## config.mk

```make
export PLATFORM = sky130hd
export DESIGN_NAME = count_seq_ctrl_flat
export DESIGN_NICKNAME = d
export VERILOG_FILES = /design/src/rtl/count_seq_ctrl_if.sv /design/src/rtl/count_seq_ctrl.sv /design/src/flat_wrapper.sv
export SDC_FILE = /design/constraint.sdc
export NUM_CORES = 1
export LEC_CHECK = 0
export CAP_MARGIN = 10
export CORE_UTILIZATION = 36
export DETAILED_ROUTE_END_ITERATION = 6
export PLACE_DENSITY = 0.75
export SKIP_LAST_GASP = 1
export SLEW_MARGIN = 20
export SYNTH_ARGS = -nofsm -noshare
export SYNTH_HDL_FRONTEND = slang
export SYNTH_SLANG_ARGS = --single-unit
```

## constraint.sdc

```tcl
create_clock -name clk -period 2 [get_ports clk]
set_clock_uncertainty 0.15 [all_clocks]
set_input_delay 0.4 -clock clk [delete_from_list [all_inputs] [get_ports clk]]
set_output_delay 0.4 -clock clk [all_outputs]
set_load 0.1 [all_outputs]
```

## src/rtl/count_seq_ctrl_if.sv

```systemverilog
// Signal bundle between the run controller, board switch inputs and the 8-bit counter datapath.
// The controller uses the slave view; the board/counter side uses the master view.
interface count_seq_ctrl_if #(
  parameter int unsigned WIDTH = 8
);
  logic             sw;
  logic             wrap_en;
  logic [WIDTH-1:0] count;
  logic             cnt_clr;
  logic             cnt_en;
  logic [1:0]       state;
  logic             done;

  modport master (
    output sw,
    output wrap_en,
    output count,
    input  cnt_clr,
    input  cnt_en,
    input  state,
    input  done
  );

  modport slave (
    input  sw,
    input  wrap_en,
    input  count,
    output cnt_clr,
    output cnt_en,
    output state,
    output done
  );
endinterface

```

## src/rtl/count_seq_ctrl.sv

```systemverilog
// Run controller for a switch-enabled counter: debounces the run switch, sequences the counter
// through clear/run/hold/stop and issues prescaled one-cycle increment strobes.
module count_seq_ctrl #(
  parameter int unsigned      WIDTH     = 8,
  parameter int unsigned      DB_CYCLES = 4,
  parameter int unsigned      PRESC     = 5,
  parameter logic [WIDTH-1:0] TERM      = '1
) (
  input logic             clk,
  input logic             rst,
  count_seq_ctrl_if.slave bus
);

  localparam int unsigned    DbW    = (DB_CYCLES > 1) ? $clog2(DB_CYCLES) : 1;
  localparam int unsigned    PsW    = $clog2(PRESC);
  localparam logic [DbW-1:0] DbLast = DbW'(DB_CYCLES - 1);
  localparam logic [PsW-1:0] PsLast = PsW'(PRESC - 1);

  typedef enum logic [1:0] {
    StIdle = 2'b00,
    StRun  = 2'b01,
    StHold = 2'b10,
    StDone = 2'b11
  } state_e;

  state_e           state_q;
  logic             sync_q;
  logic             sw_s_q;
  logic             sw_db_q;
  logic             sw_db_prev_q;
  logic [DbW-1:0]   db_cnt_q;
  logic [PsW-1:0]   presc_q;
  logic             cnt_clr_q;
  logic             cnt_en_q;
  logic             done_q;
  logic             db_rise;
  logic             db_fall;

  // Synchronizer plus stability counter; sw_db only follows after DB_CYCLES mismatching samples.
  always_ff @(posedge clk or negedge rst) begin
    if (!rst) begin
      sync_q       <= 1'b0;
      sw_s_q       <= 1'b0;
      sw_db_q      <= 1'b0;
      sw_db_prev_q <= 1'b0;
      db_cnt_q     <= '0;
    end else begin
      sync_q       <= bus.sw;
      sw_s_q       <= sync_q;
      sw_db_prev_q <= sw_db_q;
      if (sw_s_q != sw_db_q) begin
        if (db_cnt_q == DbLast) begin
          sw_db_q  <= sw_s_q;
          db_cnt_q <= '0;
        end else begin
          db_cnt_q <= db_cnt_q + DbW'(1);
        end
      end else begin
        db_cnt_q <= '0;
      end
    end
  end

  assign db_rise = sw_db_q & ~sw_db_prev_q;
  assign db_fall = ~sw_db_q & sw_db_prev_q;

  always_ff @(posedge clk or negedge rst) begin
    if (!rst) begin
      state_q   <= StIdle;
      presc_q   <= '0;
      cnt_clr_q <= 1'b0;
      cnt_en_q  <= 1'b0;
      done_q    <= 1'b0;
    end else begin
      cnt_clr_q <= 1'b0;
      cnt_en_q  <= 1'b0;
      case (state_q)
        StIdle: begin
          if (db_rise) begin
            state_q   <= StRun;
            cnt_clr_q <= 1'b1;
            presc_q   <= '0;
          end
        end
        StRun: begin
          // A falling switch beats a coincident terminal tick; the prescaler stays frozen.
          if (db_fall) begin
            state_q <= StHold;
          end else if (presc_q == PsLast) begin
            presc_q <= '0;
            if (bus.count == TERM && !bus.wrap_en) begin
              state_q <= StDone;
              done_q  <= 1'b1;
            end else begin
              cnt_en_q <= 1'b1;
            end
          end else begin
            presc_q <= presc_q + PsW'(1);
          end
        end
        StHold: begin
          if (db_rise) begin
            state_q <= StRun;
          end
        end
        StDone: begin
          if (db_fall) begin
            state_q <= StIdle;
            done_q  <= 1'b0;
            presc_q <= '0;
          end
        end
        default: state_q <= StIdle;
      endcase
    end
  end

  assign bus.cnt_clr = cnt_clr_q;
  assign bus.cnt_en  = cnt_en_q;
  assign bus.state   = state_q;
  assign bus.done    = done_q;

endmodule
```

## src/flat_wrapper.sv

```systemverilog
// flat-port wrapper written by rule: the top's interface ports become plain ports
module count_seq_ctrl_flat 
#(
  parameter int unsigned      WIDTH     = 8,
  parameter int unsigned      DB_CYCLES = 4,
  parameter int unsigned      PRESC     = 5,
  parameter logic [WIDTH-1:0] TERM      = '1
)
  (clk, rst, bus_sw, bus_wrap_en, bus_count, bus_cnt_clr, bus_cnt_en, bus_state, bus_done);
  count_seq_ctrl_if #(.WIDTH(WIDTH)) bus_i ();
  input logic clk;
  input logic rst;
  input wire logic [$bits(bus_i.sw)-1:0] bus_sw;
  input wire logic [$bits(bus_i.wrap_en)-1:0] bus_wrap_en;
  input wire logic [$bits(bus_i.count)-1:0] bus_count;
  output wire logic [$bits(bus_i.cnt_clr)-1:0] bus_cnt_clr;
  output wire logic [$bits(bus_i.cnt_en)-1:0] bus_cnt_en;
  output wire logic [$bits(bus_i.state)-1:0] bus_state;
  output wire logic [$bits(bus_i.done)-1:0] bus_done;
  assign bus_i.sw = bus_sw;
  assign bus_i.wrap_en = bus_wrap_en;
  assign bus_i.count = bus_count;
  assign bus_cnt_clr = bus_i.cnt_clr;
  assign bus_cnt_en = bus_i.cnt_en;
  assign bus_state = bus_i.state;
  assign bus_done = bus_i.done;
  count_seq_ctrl #(.WIDTH(WIDTH), .DB_CYCLES(DB_CYCLES), .PRESC(PRESC), .TERM(TERM)) u_core (.clk(clk), .rst(rst), .bus(bus_i));
endmodule
```

# Yosys cells after proc, flatten, opt, wreduce, memory -nomap -nowiden
# Index checks and enable logic that the tools add are counted.
# word_totals
n_memories	0
input_bits	12
out_inout_bits	5
mem_bits_ro	0
reg_bits	14
ramBits	0
latchBits	0
# classes
n_mux	24
reduce_logical	10
n_eq_ne	15
div_mod_pow	0
shifts	0
bitwise	4
addsub	2
multipliers	0
magnitude_cmp	0
# ops
cell	n
2-bit two-way mux	7
3-bit two-way mux	4
1-bit two-way mux	10
2-bit by 1-bit != test with 1-bit output (second input constant)	5
3-bit case mux with 3 select lines	1
8-bit == test (second input constant)	1
4-bit AND reduction	2
2-bit == test (second input constant)	3
3-bit by 1-bit != test with 1-bit output (second input constant)	2
2-bit case mux with 3 select lines	1
5-bit AND reduction	1
3-bit by 1-bit adder with 3-bit output (second input constant)	1
3-bit == test (second input constant)	1
3-bit nonzero test	1
2-bit by 1-bit adder with 2-bit output (second input constant)	1
1-bit AND	2
2-bit by 1-bit == test with 1-bit output (second input constant)	1
2-bit logical NOT	1
2-bit != test (second input constant)	1
1-bit inverter	2
1-bit case mux with 2 select lines	1
2-bit AND reduction	1
2-bit nonzero test	1
2-bit OR reduction	1
other kinds (3)	3

# Depth between registers and ports, before layout
# Gate-level depths: netlist of the first run.
# depth
ltp_word	6
mapped_depth	5

# Worst setup path after synthesis of the first run
# OpenSTA, ideal clock, no wires.
# synth_timing
path_kind	register to register
from	reg u_core.state_q[0] (netlist: u_core.bus.state[0])
to	reg u_core.presc_q[0]
slack_ns	-0.010
arrival_time_ns	1.735
setup_time_ns	0.125
synth_period_minus_slack_ns	2.010
stages_incl_launch_ff	5
path_buffers	0
path_cell_list	dfrtp_1 > nor2b_1 > nand2_1 > o211a_1 > mux2_2
# synth_between
elab_chain_cells	3
# synth_lines
item	line	rtl
start, declared	count_seq_ctrl.sv:26	state_e state_q;
start signal, assigned	count_seq_ctrl.sv:69	state_q <= StIdle;
start signal, assigned	count_seq_ctrl.sv:80	state_q <= StRun;
start signal, assigned	count_seq_ctrl.sv:88	state_q <= StHold;
2-bit == test (tied with other cells)	count_seq_ctrl.sv:77	case (state_q)
2-bit by 1-bit != test with 1-bit output (no line) (tied with other cells)	--	
4-bit AND reduction (no line)	--	
end signal, assigned	count_seq_ctrl.sv:98	presc_q <= presc_q + PsW'(1);
end, declared	count_seq_ctrl.sv:32	logic [PsW-1:0] presc_q;
# Parallel ways exist; a longest one is shown, timed or not.
# A chain may end at the register's enable or synchronous reset.

# Final worst setup path of the first run
# layout_timing
from	in bus_count[4]
to	reg u_core.state_q[1] (netlist: u_core.bus.state[1])
# layout_between
elab_chain_cells	4
# layout_lines
item	line	rtl
start, declared	flat_wrapper.sv:15	input wire logic [$bits(bus_i.count)-1:0] bus_count;
8-bit == test	count_seq_ctrl.sv:91	if (bus.count == TERM && !bus.wrap_en) begin
1-bit logical AND	count_seq_ctrl.sv:91	
3-bit by 1-bit != test with 1-bit output (no line)	--	
4-bit AND reduction (no line)	--	
end signal, assigned	count_seq_ctrl.sv:88	
end signal, assigned	count_seq_ctrl.sv:92	state_q <= StDone;
end signal, assigned	count_seq_ctrl.sv:103	state_q <= StRun;
# Every way passes these cells.

==> results.ini, run 1 <==
[floorplanning]
die_width_um = 43.5
io_pins = 17
start_util = 0.398
dieArea_um2 = 1890
fp-row-count = 14
die_h_um = 43.5
core_um2 = 1560

[cells_and_area]
layout_common_cells = 13 x dfrtp_1, 11 x clkdlybuf4s50_1, 5 x buf_12
diodes = 0
layout-drive-gt1-share = 0.225
final_nets = 87
layout_commonest_cell = dfrtp_1
design_area_um2 = 896
regArea_um2 = 352
fillers = 127
multi_input_area_um2 = 259
area_delta_synth_final_pct = 44.4

[timing]
tns_ns = 0
fmax_mhz = 592
rsz0062_at_grt = false
setup_ws_ns = 0.310
tightest_slew_ns = 0.313
period_share = 0.845
slew_headroom = 0.789
hold_viol = 0
post-route-min-period_ns = 1.69
drv_slew = 0
setup_viol = 0

[pwr]
power_density_nw_per_um2 = 1500
finalPower_uw = 1340
vdd_drop_max_mv = 0.822
p_leak_uw = 0.000407

[route]
drt_wl_total_um = 1100
wl_per_cell_um = 12.7
final_antenna_net_count = 0
vias_per_cell = 5.18
drc = 0
first_iter_violations = 10
num_vias = 451
firstDrtPassIters = 5

[synth]
async_flop_share = 1.00
syn_area_um2 = 621
yosys.area.top_type = dfrtp_1
ys_top_cells_by_area = dfrtp_1 56%, ha_1 6.0%, nor4b_4 3.8%
ys_ff_latch = 14
synth.top_cell.area_share = 0.565
netlist_instances = 50
yosys_warnings = 0
syn_area_per_cell_um2 = 12.4
ys.flop_type = dfrtp_1
synth-edff-count = 0
yosysSeqAreaShare = 0.565
syn-num-nets = 65
ys_types = 21

[clock_tree]
cts_inserted_buffers = 3
cts_tree = done
clkTransAtPathRegs_ns = 0.09
clk_latency_ns = 0.29
cts-resized-gates = 0
cts_max_path_buffers = 2
h-tree-depth = 1
root_buffer = clkbuf_4
holdBufCountCts = 0
cts_sinks = 14
cts_setup_buffers = 0

[worst_setup_path]
path_buf_inv = 1
path_class = in -> reg
crit_family = buffers and inverters
cp.arrival_ns = 1.73
crit_chain = clkdlybuf4s50_1, nand4_2, nor4b_4, a311oi_1, a311oi_1
slowest_stage = clkdlybuf4s50_1
crit_path_frequent_cell = a311oi_1
start_kind = primary input
crit_path_max_fanout = 3
cp.required_ns = 2.04
r2r_setup_slack_ns = 0.48
cpPeakStageDelay_ns = 0.48
crit_path_end_kind = flop

[placement]
dp_slack_ns = 0.00561
hpwlAfterDp_um = 844
gp_congestion = 0.748
port_buffers = 16
place_area_um2 = 860

[grt]
antenna_found_initial = 0
grt_overflow = 0
grt_usage = 0.141
grt_max_degree = 15
grt_pass1_wl_um = 1860
grt_pass1_vias = 454

[worst_hold_path]
hold_path.class = reg -> reg

[run]
cap_viol_max_count = 0

[status]
status = finished, final reports clean

-- worst register-to-register path: stages, from the launching register on --
cell	delay (ns)
dfrtp_1	0.45
nor2b_1	0.22
nand3_1	0.13
o211a_1	0.18
mux2_2	0.27
-- final timing paths --
kind,startpoint,endpoint,cells past startpoint
worst max-delay path,bus_count[4],u_core.bus.state[1]$_DFFE_PN0P_,5
worst min-delay path,u_core.sync_q$_DFF_PN0_,u_core.sw_s_q$_DFF_PN0_,0
worst max register to register,u_core.sw_db_q$_DFFE_PN0P_,u_core.presc_q[0]$_DFFE_PN0P_,4
worst min register to register,u_core.sync_q$_DFF_PN0_,u_core.sw_s_q$_DFF_PN0_,0
max in group asynchronous,rst,u_core.bus.state[0]$_DFFE_PN0P_,2
min in group asynchronous,rst,u_core.sync_q$_DFF_PN0_,2
-- power by group --
group | internal, µW | switching [µW] | total [µW]
registers | 379 | 108 | 487
logic | 276 | 371 | 646
clock network | 111 | 99.5 | 211
-- state kept, by name, summed over array words and instances, names as in the netlist --
signal	count
u_core.bus.state	2
u_core.bus.cnt_clr	1
u_core.sw_s_q	1
u_core.bus.cnt_en	1
u_core.sw_db_prev_q	1
u_core.sw_db_q	1
u_core.bus.done	1
u_core.presc_q	3
u_core.db_cnt_q	2
u_core.sync_q	1
-- synthesized netlist by cell type (2+ instances only) --
| master | count |
|---|---|
| dfrtp_1 | 14 |
| nand2_1 | 4 |
| ha_1 | 3 |
| inv_1 | 3 |
| nor2b_1 | 3 |
| nor3_1 | 3 |
| a21oi_1 | 2 |
| a311oi_1 | 2 |
| mux2_2 | 2 |
| nand2b_1 | 2 |
| nand3_1 | 2 |
-- area by class of cell --
class	count	area share
flip-flops and latches	14	0.392
repair buffers	17	0.243
well taps	16	0.0223
inverters	3	0.0126
multi-input cells	33	0.289
clock buffers	4	0.0405
-- cell families after synthesis --
group,share of synthesized area
compound gates,0.117
xor+xnor,0.0141
fa+ha+maj,0.0605
buf+inv,0.0181
flops,0.565
mux,0.0363
simple gates,0.189
-- routing by layer --
layer  GRT usage  up-vias  share of wire
li1            -      224              -
met1       0.170      210           0.47
met2       0.221       13           0.47
met3      0.0375        4          0.041
met4      0.0938        0          0.017
met5           0        -              0
-- through the flow --
step	instances	utilization	hold slack, ns
floorplan	50	-	-0.0456
global placement	83	0.551	0.185
detailed placement	83	0.551	0.192
CTS	87	0.575	0.212
global route	87	0.575	0.223
finish	87	0.575	0.210
Power figures use the tool's default switching activity.
==> inputs of run 2 (changes only) <==
--- a/config.mk
+++ b/config.mk
@@ -8,7 +8,7 @@
 export CAP_MARGIN = 10
 export CORE_UTILIZATION = 36
 export DETAILED_ROUTE_END_ITERATION = 6
-export PLACE_DENSITY = 0.75
+export PLACE_DENSITY = 0.77
 export SKIP_LAST_GASP = 1
 export SLEW_MARGIN = 20
 export SYNTH_ARGS = -nofsm -noshare
==> constraint.sdc (replaced) <==
create_clock -name clk -period 1.5 [get_ports clk]
set_clock_uncertainty 0.15 [all_clocks]
set_input_delay 0.3 -clock clk [delete_from_list [all_inputs] [get_ports clk]]
set_output_delay 0.3 -clock clk [all_outputs]
set_load 0.1 [all_outputs]
==> run 2 against run 1 <==
  * Critical path type is now reg -> out
  * Global-route usage grew 0.67 points
  * Clock power up 27%
  * Register-to-register slack worse by 0.48 ns
  * The run now ends with DRC, setup timing left
  * Combinational power is 70% higher
==> results.ini, run 2 (synthesis results as in run 1) <==
[worst_setup_path]
crit_path_end_kind = primary output  ; was flop
cp.required_ns = 1.05  ; was 2.04 ns
slowest_stage = dfrtp_4  ; was clkdlybuf4s50_1
crit_family = flip-flops  ; was buffers and inverters
cpPeakStageDelay_ns = 0.49  ; was 0.48 ns
cp.arrival_ns = 1.05  ; was 1.73 ns
r2r_setup_slack_ns = -0.002  ; was 0.48 ns
start_kind = flop  ; was primary input
path_class = reg -> out  ; was in -> reg
path_buf_inv = 2  ; was 1
reg2regPathDepth = 5  ; was 4
crit_path_max_fanout = 2  ; was 3
r2r_end = u_core.presc_q[0]$_DFFE_PN0P_  ; unchanged
crit_chain = buf_6, buf_12  ; was clkdlybuf4s50_1, nand4_2, nor4b_4, a311oi_1, a311oi_1
timing.rr.start = u_core.bus.state[1]$_DFFE_PN0P_  ; was u_core.sw_db_q$_DFFE_PN0P_

[grt]
grt_usage = 0.148  ; was 0.141
grt_overflow = 0  ; unchanged
antenna_found_initial = 0  ; unchanged
grt_max_degree = 15  ; unchanged
grt_pass1_wl_um = 2040  ; was 1860 µm
grt_pass1_vias = 502  ; was 454

[cells_and_area]
postLayoutCoreUtil = 0.633  ; was 0.575
layout_common_cells = 12 x dfrtp_1, 5 x buf_12, 5 x buf_4  ; was 13 x dfrtp_1, 11 x clkdlybuf4s50_1, 5 x buf_12
diodes = 0  ; unchanged
layout_commonest_cell = dfrtp_1  ; unchanged
fillers = 114  ; was 127
area_delta_synth_final_pct = 59.1  ; was 44.4%
final_nets = 93  ; was 87
layout-drive-gt1-share = 0.351  ; was 0.225
largest_reg_flops = 3  ; unchanged
regMostFlops = u_core.presc_q  ; unchanged

[timing]
period_share = 1.00
setup_ws_ns = -0.00203  ; was 0.310 ns
tightest_slew_ns = 0.281  ; was 0.313 ns
setup_viol = 1  ; was 0
rsz0062_at_grt = true  ; was false
drv_slew = 0  ; unchanged
fin_hold_ws_ns = 0.164  ; was 0.210 ns
post-route-min-period_ns = 1.50
tns_ns = -0.00203  ; was 0 ns
fmax_mhz = 666
slew_headroom = 0.810  ; was 0.789
hold_viol = 0  ; unchanged

[placement]
dp_slack_ns = -0.336  ; was 0.00561 ns
gp_congestion = 0.721  ; was 0.748
hpwlAfterDp_um = 904  ; was 844 µm
port_buffers = 16  ; unchanged

[floorplanning]
start_util = 0.398  ; unchanged
core_um2 = 1560  ; unchanged
die_h_um = 43.5  ; unchanged
io_pins = 17  ; unchanged
die_width_um = 43.5  ; unchanged
dieArea_um2 = 1890  ; unchanged
fp-row-count = 14  ; unchanged

[pwr]
power_density_nw_per_um2 = 2040  ; was 1500 nW/µm²
p_leak_uw = 0.000487  ; was 0.000407 µW
vdd_drop_max_mv = 1.09  ; was 0.822 mV
finalPower_uw = 2020  ; was 1340 µW

[route]
drc = 2  ; was 0
drt_wl_total_um = 1260  ; was 1100 µm
vias_per_cell = 5.41  ; was 5.18
num_vias = 503  ; was 451
firstDrtPassIters = 6  ; was 5
first_iter_violations = 7  ; was 10
final_antenna_net_count = 0  ; unchanged
wl_per_cell_um = 13.5  ; was 12.7 µm

[status]
failed_checks = DRC, setup timing
status = finished, violations left  ; was finished, final reports clean

[clock_tree]
clkTransAtPathRegs_ns = 0.08  ; was 0.09 ns
cts_tree = done  ; unchanged
cts_sinks = 14  ; unchanged
holdBufCountCts = 0  ; unchanged
clk_latency_ns = 0.28  ; was 0.29 ns
cts_inserted_buffers = 3  ; unchanged
root_buffer = clkbuf_4  ; unchanged
cts_max_path_buffers = 2  ; unchanged
h-tree-depth = 1  ; unchanged

[worst_hold_path]
hold_path.class = in -> async  ; was reg -> reg

[run]
cap_viol_max_count = 0  ; unchanged

## run 2: how the worst max path moves through the flow
| stage | start | cells after the start | end | slack (ns) |
|---|---|---|---|---|
| after floorplan | u_core.bus.state[0]$_DFFE_PN0P_ | 4 | u_core.presc_q[0]$_DFFE_PN0P_ | -0.06 |
| after global placement | bus_count[6] | 5 | u_core.bus.state[1]$_DFFE_PN0P_ | -0.28 |
| after detailed placement | bus_count[6] | 5 | u_core.bus.state[1]$_DFFE_PN0P_ | -0.34 |
| after CTS | u_core.bus.state[1]$_DFFE_PN0P_ | 5 | u_core.presc_q[0]$_DFFE_PN0P_ | -0.003 |
| after global routing | u_core.bus.state[1]$_DFFE_PN0P_ | 2 | bus_state[1] | -0.04 |
| final | u_core.bus.state[1]$_DFFE_PN0P_ | 2 | bus_state[1] | -0.002 |
## run 2: area by class of cell
type	count	area, µm²	share of cell area
Tap cell	16	20.0	0.0203
Clock buffer	4	36.3	0.0368
Multi-Input combinational cell	33	285	0.289
Timing Repair Buffer	23	277	0.280
Sequential cell	14	358	0.362
Inverter	3	11.3	0.0114
## run 2: repair_timing
action                     in CTS  in global routing
setup buffers                   3                  0
setup endpoints to repair       2                  3
pin swaps                       4                  4
gates resized for setup         4                  7
cloned                          0                  0
## run 2: metal layers
metal	vias up	global-route usage	share of wire
met3	5	0.0375	0.022
met5	-	0	0
met2	9	0.252	0.53
li1	237	-	-
met4	0	0.0938	0.018
met1	252	0.164	0.43
## run 2: power breakdown
part / switching (µW) / internal, µW
combinational: 584 / 518
clock: 121 / 148
sequential: 128 / 520
total: 833 / 1190
## run 2: through the flow
stage	cell area (µm²)	instances
floorplan	642	50
global placement	902	86
detailed placement	902	86
CTS	961	93
global route	987	93
finish	987	93
==> inputs of run 3 (changes only) <==
==> constraint.sdc (replaced) <==
create_clock -name clk -period 1.3 [get_ports clk]
set_clock_uncertainty 0.15 [all_clocks]
set_input_delay 0.26 -clock clk [delete_from_list [all_inputs] [get_ports clk]]
set_output_delay 0.26 -clock clk [all_outputs]
set_load 0.1 [all_outputs]
==> run 3 against run 2 <==
  * The run still ends with DRC, setup timing left
  * First-iteration DRC count up 100%
  * Critical path depth rose by 3
  * Worst hold slack got worse by 0.044 ns
  * Global-route usage increased by 2.0 points
  * Die area stayed put
  * Sequential power is 9.7% higher
  * Clock-buffer cell count unchanged
  * Power rose by 25%
  * Critical path type is now reg -> reg
  * Largest cell class is now buffers
  * Highest routed layer unchanged
==> results.ini, run 3 (synthesis results as in run 1) <==
[status]
status = finished, violations left  ; unchanged
failed_checks = DRC, setup timing  ; unchanged

[worst_setup_path]
start_kind = flop  ; unchanged
timing.rr.start = u_core.bus.state[1]$_DFFE_PN0P_  ; unchanged
crit_path_end_kind = flop  ; was primary output
r2r_setup_slack_ns = -0.18  ; was -0.002 ns
cp.required_ns = 1.33  ; was 1.05 ns
r2r_end = u_core.presc_q[0]$_DFFE_PN0P_  ; unchanged
setup.worst_path.end = u_core.presc_q[0]$_DFFE_PN0P_  ; was bus_state[1]
cp.arrival_ns = 1.51  ; was 1.05 ns
path_class = reg -> reg  ; was reg -> out
crit_path_max_fanout = 4  ; was 2
reg2regPathDepth = 5  ; unchanged
startpoint = u_core.bus.state[1]$_DFFE_PN0P_  ; unchanged

[floorplanning]
fp-row-count = 14  ; unchanged
die_h_um = 43.5  ; unchanged
start_util = 0.398  ; unchanged
core_um2 = 1560  ; unchanged
dieArea_um2 = 1890  ; unchanged
io_pins = 17  ; unchanged
die_width_um = 43.5  ; unchanged

[placement]
gp_congestion = 0.748  ; was 0.721
place_area_um2 = 948  ; was 902 µm²
hpwlAfterDp_um = 982  ; was 904 µm
port_buffers = 16  ; unchanged

[timing]
period_share = 1.14
slew_headroom = 0.805  ; was 0.810
setup_viol = 8  ; was 1
fin_hold_ws_ns = 0.120  ; was 0.164 ns
fmax_mhz = 675
tns_ns = -0.970  ; was -0.00203 ns
hold_viol = 0  ; unchanged
rsz0062_at_grt = true  ; unchanged
setup_ws_ns = -0.182  ; was -0.00203 ns
tightest_slew_ns = 0.289  ; was 0.281 ns
post-route-min-period_ns = 1.48
drv_slew = 0  ; unchanged

[cells_and_area]
fillers = 106  ; was 114
layout_common_cells = 13 x buf_4, 11 x dfrtp_1, 5 x dlymetal6s2s_1, 5 x buf_12  ; was 12 x dfrtp_1, 5 x buf_12, 5 x buf_4
design_area_um2 = 1080  ; was 987 µm²
regMostFlops = u_core.presc_q  ; unchanged
area_delta_synth_final_pct = 73.6  ; was 59.1%
regArea_um2 = 359  ; was 358 µm²
diodes = 0  ; unchanged
layout_commonest_cell = buf_4  ; was dfrtp_1
final_nets = 103  ; was 93
largest_reg_flops = 3  ; unchanged
layout-drive-gt1-share = 0.437  ; was 0.351
multi_input_area_um2 = 288  ; was 285 µm²

[grt]
grt_max_degree = 15  ; unchanged
grt_pass1_vias = 555  ; was 502
antenna_found_initial = 0  ; unchanged
grt_pass1_wl_um = 2280  ; was 2040 µm
grt_overflow = 0  ; unchanged
grt_usage = 0.168  ; was 0.148

[route]
num_vias = 515  ; was 503
first_iter_violations = 14  ; was 7
vias_per_cell = 5.00  ; was 5.41
firstDrtPassIters = 7  ; was 6
final_antenna_net_count = 0  ; unchanged
wl_per_cell_um = 13.5  ; about the same
drc = 2  ; unchanged
drt_wl_total_um = 1390  ; was 1260 µm

[pwr]
seqPwrFrac = 0.282  ; was 0.321
p_clk_frac = 0.124  ; was 0.133
p_int_uw = 1520  ; was 1190 µW
p_sw_frac = 0.397  ; was 0.413
p_comb_frac = 0.594  ; was 0.546
p_leak_uw = 0.000550  ; was 0.000487 µW
vdd_drop_max_mv = 1.26  ; was 1.09 mV
power_density_nw_per_um2 = 2340  ; was 2040 nW/µm²
p_switching_uw = 1000  ; was 833 µW

[clock_tree]
root_buffer = clkbuf_4  ; unchanged
clk_latency_ns = 0.28  ; about the same
h-tree-depth = 1  ; unchanged
cts_max_path_buffers = 2  ; unchanged
clkTransAtPathRegs_ns = 0.09  ; was 0.08 ns
cts_sinks = 14  ; unchanged
cts_tree = done  ; unchanged
cts_inserted_buffers = 3  ; unchanged

[worst_hold_path]
hold_path.class = in -> async  ; unchanged

[run]
cap_viol_max_count = 0  ; unchanged

[run 3: cell type report]
| cell class | instances | share of cell area |
|---|---|---|
| Timing Repair Buffer | 33 | 0.337 |
| Clock buffer | 4 | 0.0337 |
| Sequential cell | 14 | 0.333 |
| Tap cell | 16 | 0.0186 |
| Multi-Input combinational cell | 33 | 0.267 |
| Inverter | 3 | 0.0105 |
[run 3: how the worst min path moves through the flow]
stage                                                  to               startpoint  depth (start not counted)  slack, ns
after floorplan              u_core.bus.cnt_clr$_DFF_PN0_                      rst                          0      -0.19
after global placement            u_core.sw_s_q$_DFF_PN0_  u_core.sync_q$_DFF_PN0_                          0       0.18
after detailed placement          u_core.sw_s_q$_DFF_PN0_  u_core.sync_q$_DFF_PN0_                          0       0.20
after CTS                   u_core.presc_q[0]$_DFFE_PN0P_                      rst                          2       0.12
after global routing      u_core.bus.state[0]$_DFFE_PN0P_                      rst                          2       0.16
final                       u_core.presc_q[0]$_DFFE_PN0P_                      rst                          2       0.12
[run 3: repair_timing]
item / in CTS / in global routing
pin swaps: 5 / 5
endpoints found under the setup margin: 8 / 9
hold buffers: 0 / 0
resized for setup: 5 / 9
buffers inserted: 5 / 2
[run 3: stage by stage]
stage	total power (µW)	worst slack (ns)	std cells	util
CTS	2460	-0.176	101	0.661
detailed placement	2030	-0.548	92	0.608
global placement	1980	-0.470	92	0.608
floorplan	1480	-0.258	50	-
finish	2520	-0.182	103	0.691
global route	2680	-0.238	103	0.691
[run 3: per-layer routing]
layer	wire length [µm]	track usage
met1	608	0.191
met2	734	0.291
met3	31	0.0250
met4	12	0.113
met5	0	0
[run 3: worst max-delay path: stages, from the launching register on]
cell,delay [ns]
dfrtp_4,0.49
buf_6,0.14
nor2b_4,0.13
nand2_4,0.07
o211a_1,0.14
mux2_4,0.27
[run 3: power by group through the flow]
stage	sequential (µW)	clock, µW	combinational, µW
floorplan	1030	0	460
global placement	720	0	1260
detailed placement	736	0	1290
CTS	709	327	1430
global route	725	341	1620
finish	711	313	1500
